## src/rtl/div_seq_if.sv

```systemverilog
// div_seq_if: start/busy/done handshake and operand/result bus of div_seq.
//   master : drives start, dividend, divisor; observes the results.
//   slave  : the divider; drives quotient, remainder, busy, done, div_by_zero.
// Parameter WIDTH must match the WIDTH of the attached div_seq.
interface div_seq_if #(
    parameter int unsigned WIDTH = 4
);
    logic             start;
    logic [WIDTH-1:0] dividend;
    logic [WIDTH-1:0] divisor;
    logic [WIDTH-1:0] quotient;
    logic [WIDTH-1:0] remainder;
    logic             busy;
    logic             done;
    logic             div_by_zero;

    modport master (
        output start, dividend, divisor,
        input  quotient, remainder, busy, done, div_by_zero
    );

    modport slave (
        input  start, dividend, divisor,
        output quotient, remainder, busy, done, div_by_zero
    );
endinterface

```

## src/rtl/div_seq.sv

```systemverilog
// div_seq: sequential restoring divider, one quotient bit per clock.
//   clk   : rising-edge clock
//   rst_n : asynchronous active-low reset
//   bus   : div_seq_if.slave
//           start/dividend/divisor in; quotient/remainder/busy/done/div_by_zero out
// Latency from the accepting edge E0: done is high in the cycle after
// E0+WIDTH, or after E0+1 for a zero divisor. Results and div_by_zero hold
// until the next completion (div_by_zero is cleared on accept).
// Optional macro DIV_SIGNED_EN: two's-complement operands, quotient
// truncated toward zero, remainder takes the dividend's sign.
module div_seq #(
    parameter int unsigned WIDTH = 4
) (
    input  logic     clk,
    input  logic     rst_n,
    div_seq_if.slave bus
);
    localparam int unsigned CW = (WIDTH > 2) ? $clog2(WIDTH) : 1;

    typedef enum logic [1:0] {
        IDLE = 2'd0,
        RUN  = 2'd1,
        ZERO = 2'd2,
        DONE = 2'd3
    } state_t;

    state_t           r_state;
    logic [CW-1:0]    r_cnt;
    logic [WIDTH-1:0] r_rem;      // partial remainder; always < divisor
    logic [WIDTH-1:0] r_dvd;      // dividend, shifted out MSB first
    logic [WIDTH-1:0] r_dvs;
    logic [WIDTH-1:0] r_q;        // quotient bits collected so far
    logic [WIDTH-1:0] r_quot;
    logic [WIDTH-1:0] r_rem_out;
    logic             r_busy;
    logic             r_done;
    logic             r_dbz;

    logic [WIDTH:0]   w_shift;
    logic [WIDTH:0]   w_b;
    logic [WIDTH:0]   w_diff;
    logic             w_qbit;
    logic [WIDTH-1:0] w_rem_nx;
    logic [WIDTH-1:0] w_q_nx;
    logic [WIDTH-1:0] w_quot_out;
    logic [WIDTH-1:0] w_rem_out;
    logic [WIDTH-1:0] w_dvd_mag;
    logic [WIDTH-1:0] w_dvs_mag;

    // Trial subtract as a ripple-borrow chain: shift + ~{0,divisor} + 1.
    // The top sum bit is set exactly when the subtraction borrows.
    always_comb begin
        logic c;
        w_shift = {r_rem, r_dvd[WIDTH-1]};
        w_b     = ~{1'b0, r_dvs};
        w_diff  = '0;
        c       = 1'b1;
        for (int unsigned i = 0; i <= WIDTH; i++) begin
            w_diff[i] = w_shift[i] ^ w_b[i] ^ c;
            c         = (w_shift[i] & w_b[i]) | (c & (w_shift[i] ^ w_b[i]));
        end
    end

    assign w_qbit   = ~w_diff[WIDTH];
    assign w_rem_nx = w_qbit ? w_diff[WIDTH-1:0] : w_shift[WIDTH-1:0];
    assign w_q_nx   = {r_q[WIDTH-2:0], w_qbit};

`ifdef DIV_SIGNED_EN
    logic r_neg_q;
    logic r_neg_r;

    // The most-negative value maps onto itself, which is the correct
    // unsigned magnitude, so no special case is needed.
    assign w_dvd_mag  = bus.dividend[WIDTH-1] ? (~bus.dividend + 1'b1) : bus.dividend;
    assign w_dvs_mag  = bus.divisor[WIDTH-1]  ? (~bus.divisor + 1'b1)  : bus.divisor;
    assign w_quot_out = r_neg_q ? (~w_q_nx + 1'b1)   : w_q_nx;
    assign w_rem_out  = r_neg_r ? (~w_rem_nx + 1'b1) : w_rem_nx;

    always_ff @(posedge clk or negedge rst_n) begin
        if (!rst_n) begin
            r_neg_q <= 1'b0;
            r_neg_r <= 1'b0;
        end else if ((r_state == IDLE || r_state == DONE) && bus.start) begin
            r_neg_q <= bus.dividend[WIDTH-1] ^ bus.divisor[WIDTH-1];
            r_neg_r <= bus.dividend[WIDTH-1];
        end
    end
`else
    assign w_dvd_mag  = bus.dividend;
    assign w_dvs_mag  = bus.divisor;
    assign w_quot_out = w_q_nx;
    assign w_rem_out  = w_rem_nx;
`endif

    always_ff @(posedge clk or negedge rst_n) begin
        if (!rst_n) begin
            r_state   <= IDLE;
            r_cnt     <= '0;
            r_rem     <= '0;
            r_dvd     <= '0;
            r_dvs     <= '0;
            r_q       <= '0;
            r_quot    <= '0;
            r_rem_out <= '0;
            r_busy    <= 1'b0;
            r_done    <= 1'b0;
            r_dbz     <= 1'b0;
        end else begin
            case (r_state)
                IDLE, DONE: begin
                    r_done <= 1'b0;
                    if (bus.start) begin
                        r_dbz  <= 1'b0;
                        r_busy <= 1'b1;
                        r_cnt  <= '0;
                        r_rem  <= '0;
                        r_q    <= '0;
                        r_dvs  <= w_dvs_mag;
                        if (bus.divisor == '0) begin
                            // Raw dividend is kept: it becomes the remainder.
                            r_dvd   <= bus.dividend;
                            r_state <= ZERO;
                        end else begin
                            r_dvd   <= w_dvd_mag;
                            r_state <= RUN;
                        end
                    end else begin
                        r_state <= IDLE;
                    end
                end
                RUN: begin
                    r_rem <= w_rem_nx;
                    r_q   <= w_q_nx;
                    r_dvd <= {r_dvd[WIDTH-2:0], 1'b0};
                    r_cnt <= r_cnt + 1'b1;
                    if (r_cnt == CW'(WIDTH - 1)) begin
                        r_quot    <= w_quot_out;
                        r_rem_out <= w_rem_out;
                        r_busy    <= 1'b0;
                        r_done    <= 1'b1;
                        r_state   <= DONE;
                    end
                end
                ZERO: begin
                    r_quot    <= '1;
                    r_rem_out <= r_dvd;
                    r_dbz     <= 1'b1;
                    r_busy    <= 1'b0;
                    r_done    <= 1'b1;
                    r_state   <= DONE;
                end
                default: r_state <= IDLE;
            endcase
        end
    end

    assign bus.quotient    = r_quot;
    assign bus.remainder   = r_rem_out;
    assign bus.busy        = r_busy;
    assign bus.done        = r_done;
    assign bus.div_by_zero = r_dbz;
endmodule
```

## src/flat_wrapper.sv

```systemverilog
// flat-port wrapper written by rule: the top's interface ports become plain ports
module div_seq_flat 
#(
    parameter int unsigned WIDTH = 4
)
  (clk, rst_n, bus_start, bus_dividend, bus_divisor, bus_quotient, bus_remainder, bus_busy, bus_done, bus_div_by_zero);
  div_seq_if #(.WIDTH(WIDTH)) bus_i ();
  input  logic clk;
  input  logic rst_n;
  input wire logic [$bits(bus_i.start)-1:0] bus_start;
  input wire logic [$bits(bus_i.dividend)-1:0] bus_dividend;
  input wire logic [$bits(bus_i.divisor)-1:0] bus_divisor;
  output wire logic [$bits(bus_i.quotient)-1:0] bus_quotient;
  output wire logic [$bits(bus_i.remainder)-1:0] bus_remainder;
  output wire logic [$bits(bus_i.busy)-1:0] bus_busy;
  output wire logic [$bits(bus_i.done)-1:0] bus_done;
  output wire logic [$bits(bus_i.div_by_zero)-1:0] bus_div_by_zero;
  assign bus_i.start = bus_start;
  assign bus_i.dividend = bus_dividend;
  assign bus_i.divisor = bus_divisor;
  assign bus_quotient = bus_i.quotient;
  assign bus_remainder = bus_i.remainder;
  assign bus_busy = bus_i.busy;
  assign bus_done = bus_i.done;
  assign bus_div_by_zero = bus_i.div_by_zero;
  div_seq #(.WIDTH(WIDTH)) u_core (.clk(clk), .rst_n(rst_n), .bus(bus_i));
endmodule
```

## config.mk

```make
export PLATFORM = sky130hd
export DESIGN_NAME = div_seq_flat
export DESIGN_NICKNAME = d
export VERILOG_FILES = /design/src/rtl/div_seq_if.sv /design/src/rtl/div_seq.sv /design/src/flat_wrapper.sv
export SDC_FILE = /design/constraint.sdc
export NUM_CORES = 1
export LEC_CHECK = 0
export ABC_AREA = 1
export CORE_MARGIN = 5
export CORE_UTILIZATION = 53
export DETAILED_ROUTE_END_ITERATION = 10
export PLACE_DENSITY = 0.78
export SLEW_MARGIN = 0
export SYNTH_ARGS = -nofsm -noshare
export SYNTH_HDL_FRONTEND = slang
export SYNTH_SLANG_ARGS = --single-unit
```

## constraint.sdc

```tcl
create_clock -name clk -period 2.7 [get_ports clk]
set_input_delay 0.27 -clock clk [delete_from_list [all_inputs] [get_ports clk]]
set_output_delay 0.27 -clock clk [all_outputs]
set_load 0.05 [all_outputs]
```

# Yosys cells after proc, flatten, opt, wreduce, memory -nomap -nowiden
# Index checks and enable logic that the tools add are counted.
# W data, S select, Z words.
[totals] word_cells=75 regBits=30 output_inout_bits=11
[op_classes] reduce_logical=11 muxes=23 n_bitwise=23 n_eq_ne=6 add_sub_neg=1
[op_table] op="$pmux W4 S2" n=4
[op_table] op="$mux W4" n=5
[op_table] op="$reduce_and A2 Y1" n=5
[op_table] op="$xor A1 B1 Y1" n=9
[op_table] op="$mux W2" n=4
[op_table] op="$and A1 B1 Y1" n=7
[op_table] op="$eq A2 B2 Y1 const B" n=3
[op_table] op="$pmux W1 S3" n=2
[op_table] op="$pmux W2 S3" n=1
[op_table] op="$pmux W3 S2" n=1
[op_table] op="$reduce_bool A2 Y1" n=3
[op_table] op="$not A4 Y5" n=1
[op_table] op="$logic_not A4 Y1" n=1
[op_table] op="$mux W1" n=4
[op_table] op="$or A1 B1 Y1" n=4
[op_table] op="$pmux W2 S2" n=1
[op_table] op="$add A2 B1 Y2 const B" n=1
[op_table] op="$eq A2 B1 Y1 const B" n=1
[op_table] op="$logic_not A2 Y1" n=1
[op_table] op="$ne A2 B1 Y1 const B" n=1
[op_table] op="$ne A2 B2 Y1 const B" n=1
[op_table] op="$not A1 Y1" n=2
[op_table] op="$pmux W1 S2" n=1
[op_table] op="$reduce_or A2 Y1" n=1

# Logic depth before layout (Yosys ltp)
[logic_depth] word_depth=13 depth_mapped=12 depth_no_buf=12

# Worst setup path before layout
# Ideal clock, no wire load.
[synth_timing] path_kind="register to register" startpoint="register u_core.r_dvd[3]" endpoint="register u_core.r_rem[0]" path_stages_with_launch=13 path_slack_ns=0.576 synth_period_minus_slack_ns=2.124 arrival_time_ns=1.994 path_cell_list="dfrtp_1 -> inv_1 -> ha_1 -> fa_1 -> inv_1 -> fa_1 -> fa_1 -> inv_1 -> nand2_1 -> nand3_1 -> nand2_1 -> nand2_1 -> o21ai_0"
[synth_via] elab_chain_len=11 word_cells_on_any_way=13
[synth_rtl] element="from (decl)" line_no="div_seq.sv:30" rtl="logic [WIDTH-1:0] r_dvd;"
[synth_rtl] element="from (signal assigned)" line_no="div_seq.sv:121" rtl="r_dvd <= bus.dividend;"
[synth_rtl] element="from (signal assigned)" line_no="div_seq.sv:124" rtl="r_dvd <= w_dvd_mag;"
[synth_rtl] element="from (signal assigned)" line_no="div_seq.sv:134" rtl="r_dvd <= {r_dvd[WIDTH-2:0], 1'b0};"
[synth_rtl] element="$and A1 B1 Y1 / $xor A1 B1 Y1 (equally long branches)" line_no="div_seq.sv:60, div_seq.sv:59"
[synth_rtl] element="$or A1 B1 Y1" line_no="div_seq.sv:60" rtl="c = (w_shift[i] & w_b[i]) | (c & (w_shift[i] ^ w_b[i]));"
[synth_rtl] element="$and A1 B1 Y1" line_no="div_seq.sv:60"
[synth_rtl] element="$or A1 B1 Y1" line_no="div_seq.sv:60"
[synth_rtl] element="$and A1 B1 Y1" line_no="div_seq.sv:60"
[synth_rtl] element="$or A1 B1 Y1" line_no="div_seq.sv:60"
[synth_rtl] element="$and A1 B1 Y1" line_no="div_seq.sv:60"
[synth_rtl] element="$or A1 B1 Y1" line_no="div_seq.sv:60"
[synth_rtl] element="$xor A1 B1 Y1" line_no="div_seq.sv:59" rtl="w_diff[i] = w_shift[i] ^ w_b[i] ^ c;"
[synth_rtl] element="$mux W4 (*)" line_no="div_seq.sv:65" rtl="assign w_rem_nx = w_qbit ? w_diff[WIDTH-1:0] : w_shift[WIDTH-1:0];"
[synth_rtl] element="$pmux W4 S2 (*)" line_no="div_seq.sv:109" rtl="case (r_state)"
[synth_rtl] element="to (signal assigned)" line_no="div_seq.sv:132" rtl="r_rem <= w_rem_nx;"
[synth_rtl] element="to (decl)" line_no="div_seq.sv:29" rtl="logic [WIDTH-1:0] r_rem;"
# Every way passes the cells marked *; elsewhere a longest branch is shown, timed or not.
# A chain may end at the register's enable or synchronous reset.

# Worst setup path after layout
[layout_timing] startpoint="register u_core.r_dvd[3]" endpoint="register u_core.r_rem[1]"
[layout_via] elab_chain_len=11 word_cells_on_any_way=13
[layout_rtl] element="$and A1 B1 Y1 / $xor A1 B1 Y1 (equally long branches)" line_no="div_seq.sv:60"
[layout_rtl] element="$or A1 B1 Y1 (*)" line_no="div_seq.sv:60"
[layout_rtl] element="$and A1 B1 Y1" line_no="div_seq.sv:60"
[layout_rtl] element="$or A1 B1 Y1" line_no="div_seq.sv:60"
[layout_rtl] element="$and A1 B1 Y1" line_no="div_seq.sv:60"
[layout_rtl] element="$or A1 B1 Y1" line_no="div_seq.sv:60"
[layout_rtl] element="$and A1 B1 Y1" line_no="div_seq.sv:60"
[layout_rtl] element="$or A1 B1 Y1" line_no="div_seq.sv:60"
[layout_rtl] element="$xor A1 B1 Y1" line_no="div_seq.sv:59"
[layout_rtl] element="$mux W4 (*)" line_no="div_seq.sv:65"
[layout_rtl] element="$pmux W4 S2 (*)" line_no="div_seq.sv:109"
# Marks and branches as above.

==> flow_summary.json <==
{
  "area.growth.synth_to_final_pct": 17.6,
  "synthTopCellsByArea": "dfrtp_1 48%, nand2_1 10%, inv_1 7.5%, nand3_1 4.5%, o21ai_2 4.5%",
  "worst_pin_slew_ns": 0.602,
  "area.sequential_um2": 751,
  "netlist_instances": 176,
  "drtIter0Drc": 62,
  "maxClockFrequency_mhz": 420,
  "place.gp.congestion": 0.818,
  "synth_top_area_share_pct": 48.2,
  "relSlewSlack_pct": 59.9,
  "port-buffer-count": 21,
  "drv_slew": 0,
  "drive_gt1_share_pct": 10.8,
  "worstPathArrival_ns": 2.57,
  "postCtsHoldBufs": 0,
  "start_util_pct": 56.0,
  "r2r_cells": 12,
  "path_delay_family": "adder cells",
  "core_area_mm2": 0.00278,
  "yosys_warnings": 0,
  "grt_setup_unrepaired": "false",
  "place_ws_ns": 0.383,
  "cp.depth": 12,
  "grt_max_degree": 31,
  "path_cells": "inv_1 > ha_1 > fa_1 > inv_1 > fa_1 > fa_1 > inv_1 > nand2_1 > nand3_1 > nand2_1 > nand2_1 > o21ai_0",
  "routed_wl_um": 2920,
  "ys_seq_area_share_pct": 48.2,
  "crit_fanout": 6,
  "setup_tns_ns": 0,
  "rrSetupSlack_ns": 0.32,
  "fp.dieW_um": 64.2,
  "finClkSkew_ns": 0.0109,
  "clk_pin_slew_ns": 0.10,
  "grt_antenna_before_repair": 0,
  "dieHeight_um": 64.2,
  "slowest_stage": "fa_1",
  "outcome": "completed",
  "cts_tree": "built",
  "whs_ns": 0.310,
  "startpoint": "u_core.r_dvd[3]",
  "antenna_cells": 0,
  "place.detailed.hpwl_um": 2180,
  "regToRegEndpoint": "u_core.r_rem[1]",
  "fin_nets": 220,
  "crit_type": "register to register",
  "cp_data_required_time_ns": 2.89,
  "grt_pass1_vias": 1222,
  "hp-class": "primary input to async pin",
  "clk_latency_ns": 0.33,
  "synth_nets": 194,
  "ant_nets": 0,
  "worstSetupEndpointType": "register",
  "fin_crit_sh_pct": 88.1,
  "synth.avg_cell_area_um2": 8.84,
  "die_area_mm2": 0.00412,
  "firstDrtPassIters": 4,
  "period_minus_slack_ns": 2.38,
  "post_cts.repair.setup_buffers": 0,
  "grt_overflow": 0,
  "drt-wirelength-per-cell_um": 12.5,
  "grt.total_usage_pct": 15.9,
  "ys_seq_elements": 30,
  "fin_util_pct": 65.8,
  "r2r-start": "u_core.r_dvd[3]",
  "fin_ws_ns": 0.320,
  "ys_types": 22,
  "numCtsBuffers": 5,
  "clock-root-buffer": "clkbuf_4",
  "synth_area_leader_cell": "dfrtp_1",
  "syn-cell-area_mm2": 0.00156,
  "clock_sinks": 30,
  "cp.buffers_inverters": 3,
  "drcViolationCount": 0,
  "fillers": 234,
  "drv_cap": 0,
  "start_kind": "register",
  "clockBufferDepth": 2,
  "viasPerCell": 5.16,
  "cpPeakStageDelay_ns": 0.42,
  "dr_total_vias": 1207,
  "grt_pass1_wl_um": 5260,
  "ctsResizeCount": 0,
  "io_pins": 22,
  "cts_max_level": 2,
  "finalHoldViolCount": 0,
  "row_count": 19,
  "multi_input_area_um2": 643,
  "setup_viol": 0
}
synthesized netlist by cell type:
cell type   n
o21ai_4     1
a22o_2      1
inv_2       1
nor2_1     13
inv_1      31
nand2_1    42
o22ai_1     2
buf_12      1
ha_1        4
a21oi_1     1
o211ai_1    4
o21bai_1    1
a21oi_2     1
o21ai_0    12
dfrtp_1    30
o21a_1      1
nand2_4     2
o21ai_2     8
nand4_1     1
nand3_1    14
fa_1        3
buf_6       2
cells by family (layout without fill, tap and decap cells):
group / count (synthesis) / count (layout) / synth area share [%]
compound gates: 32 / 32 / 14.6
fa+ha+maj: 7 / 7 / 7.07
buf+inv: 35 / 62 / 10.4
flops: 30 / 30 / 48.2
simple gates: 72 / 72 / 19.6
sequential cells by signal, indices dropped and copies added (netlist names), 2 cells and up:
signal,cells
u_core.r_dvs,4
u_core.r_state,2
u_core.r_dvd,4
u_core.r_cnt,2
u_core.bus.remainder,4
u_core.r_q,3
u_core.r_rem,4
u_core.bus.quotient,4
worst max path at each step:
stage | to
detailed placement | u_core.r_rem[3]
finish | u_core.r_rem[1]
CTS | u_core.r_rem[1]
global placement | u_core.r_rem[1]
floorplan | u_core.r_rem[0]
global route | u_core.r_rem[1]
per-layer routing:
| layer | vias up | wire, um | track usage (%) |
|---|---|---|---|
| met1 | 548 | 1270 | 20.1 |
| li1 | 611 | - | - |
| met4 | 0 | 34 | 4.58 |
| met2 | 42 | 1420 | 25.8 |
| met3 | 6 | 198 | 5.43 |
| met5 | - | 0 | 0 |
final cells by class:
cell class | count | area share, %
sequential | 30 | 41.0
clock inverter | 1 | 0.273
timing repair buffer | 22 | 11.9
tap | 31 | 2.12
inverter | 32 | 6.56
clock buffer | 7 | 3.01
multi-input combinational | 111 | 35.1
layout by cell type (no fill, tap or decap):
| cell | count |
|---|---|
| inv_2 | 1 |
| ha_1 | 4 |
| o21a_1 | 1 |
| clkbuf_4 | 5 |
| clkdlybuf4s50_1 | 21 |
| inv_1 | 31 |
| nor2_1 | 13 |
| nand2_4 | 2 |
| clkbuf_8 | 1 |
| o21ai_0 | 12 |
| o211ai_1 | 4 |
| dfrtp_1 | 30 |
| clkinv_2 | 1 |
| clkbuf_1 | 1 |
| o21ai_2 | 8 |
| nand3_1 | 14 |
| buf_4 | 1 |
| nand4_1 | 1 |
| fa_1 | 3 |
| a21oi_2 | 1 |
| a21oi_1 | 1 |
| o21ai_4 | 1 |
| a22o_2 | 1 |
| nand2_1 | 42 |
| o21bai_1 | 1 |
| o22ai_1 | 2 |
stage by stage:
step,area (um2),instances
finish,1830,234
detailed placement,1770,226
global route,1830,234
floorplan,1560,176
global placement,1770,226
CTS,1830,234
Power is left out: the tool's default activity adds up to more than one toggle a clock period on the data nets, which glitch-free logic cannot reach.
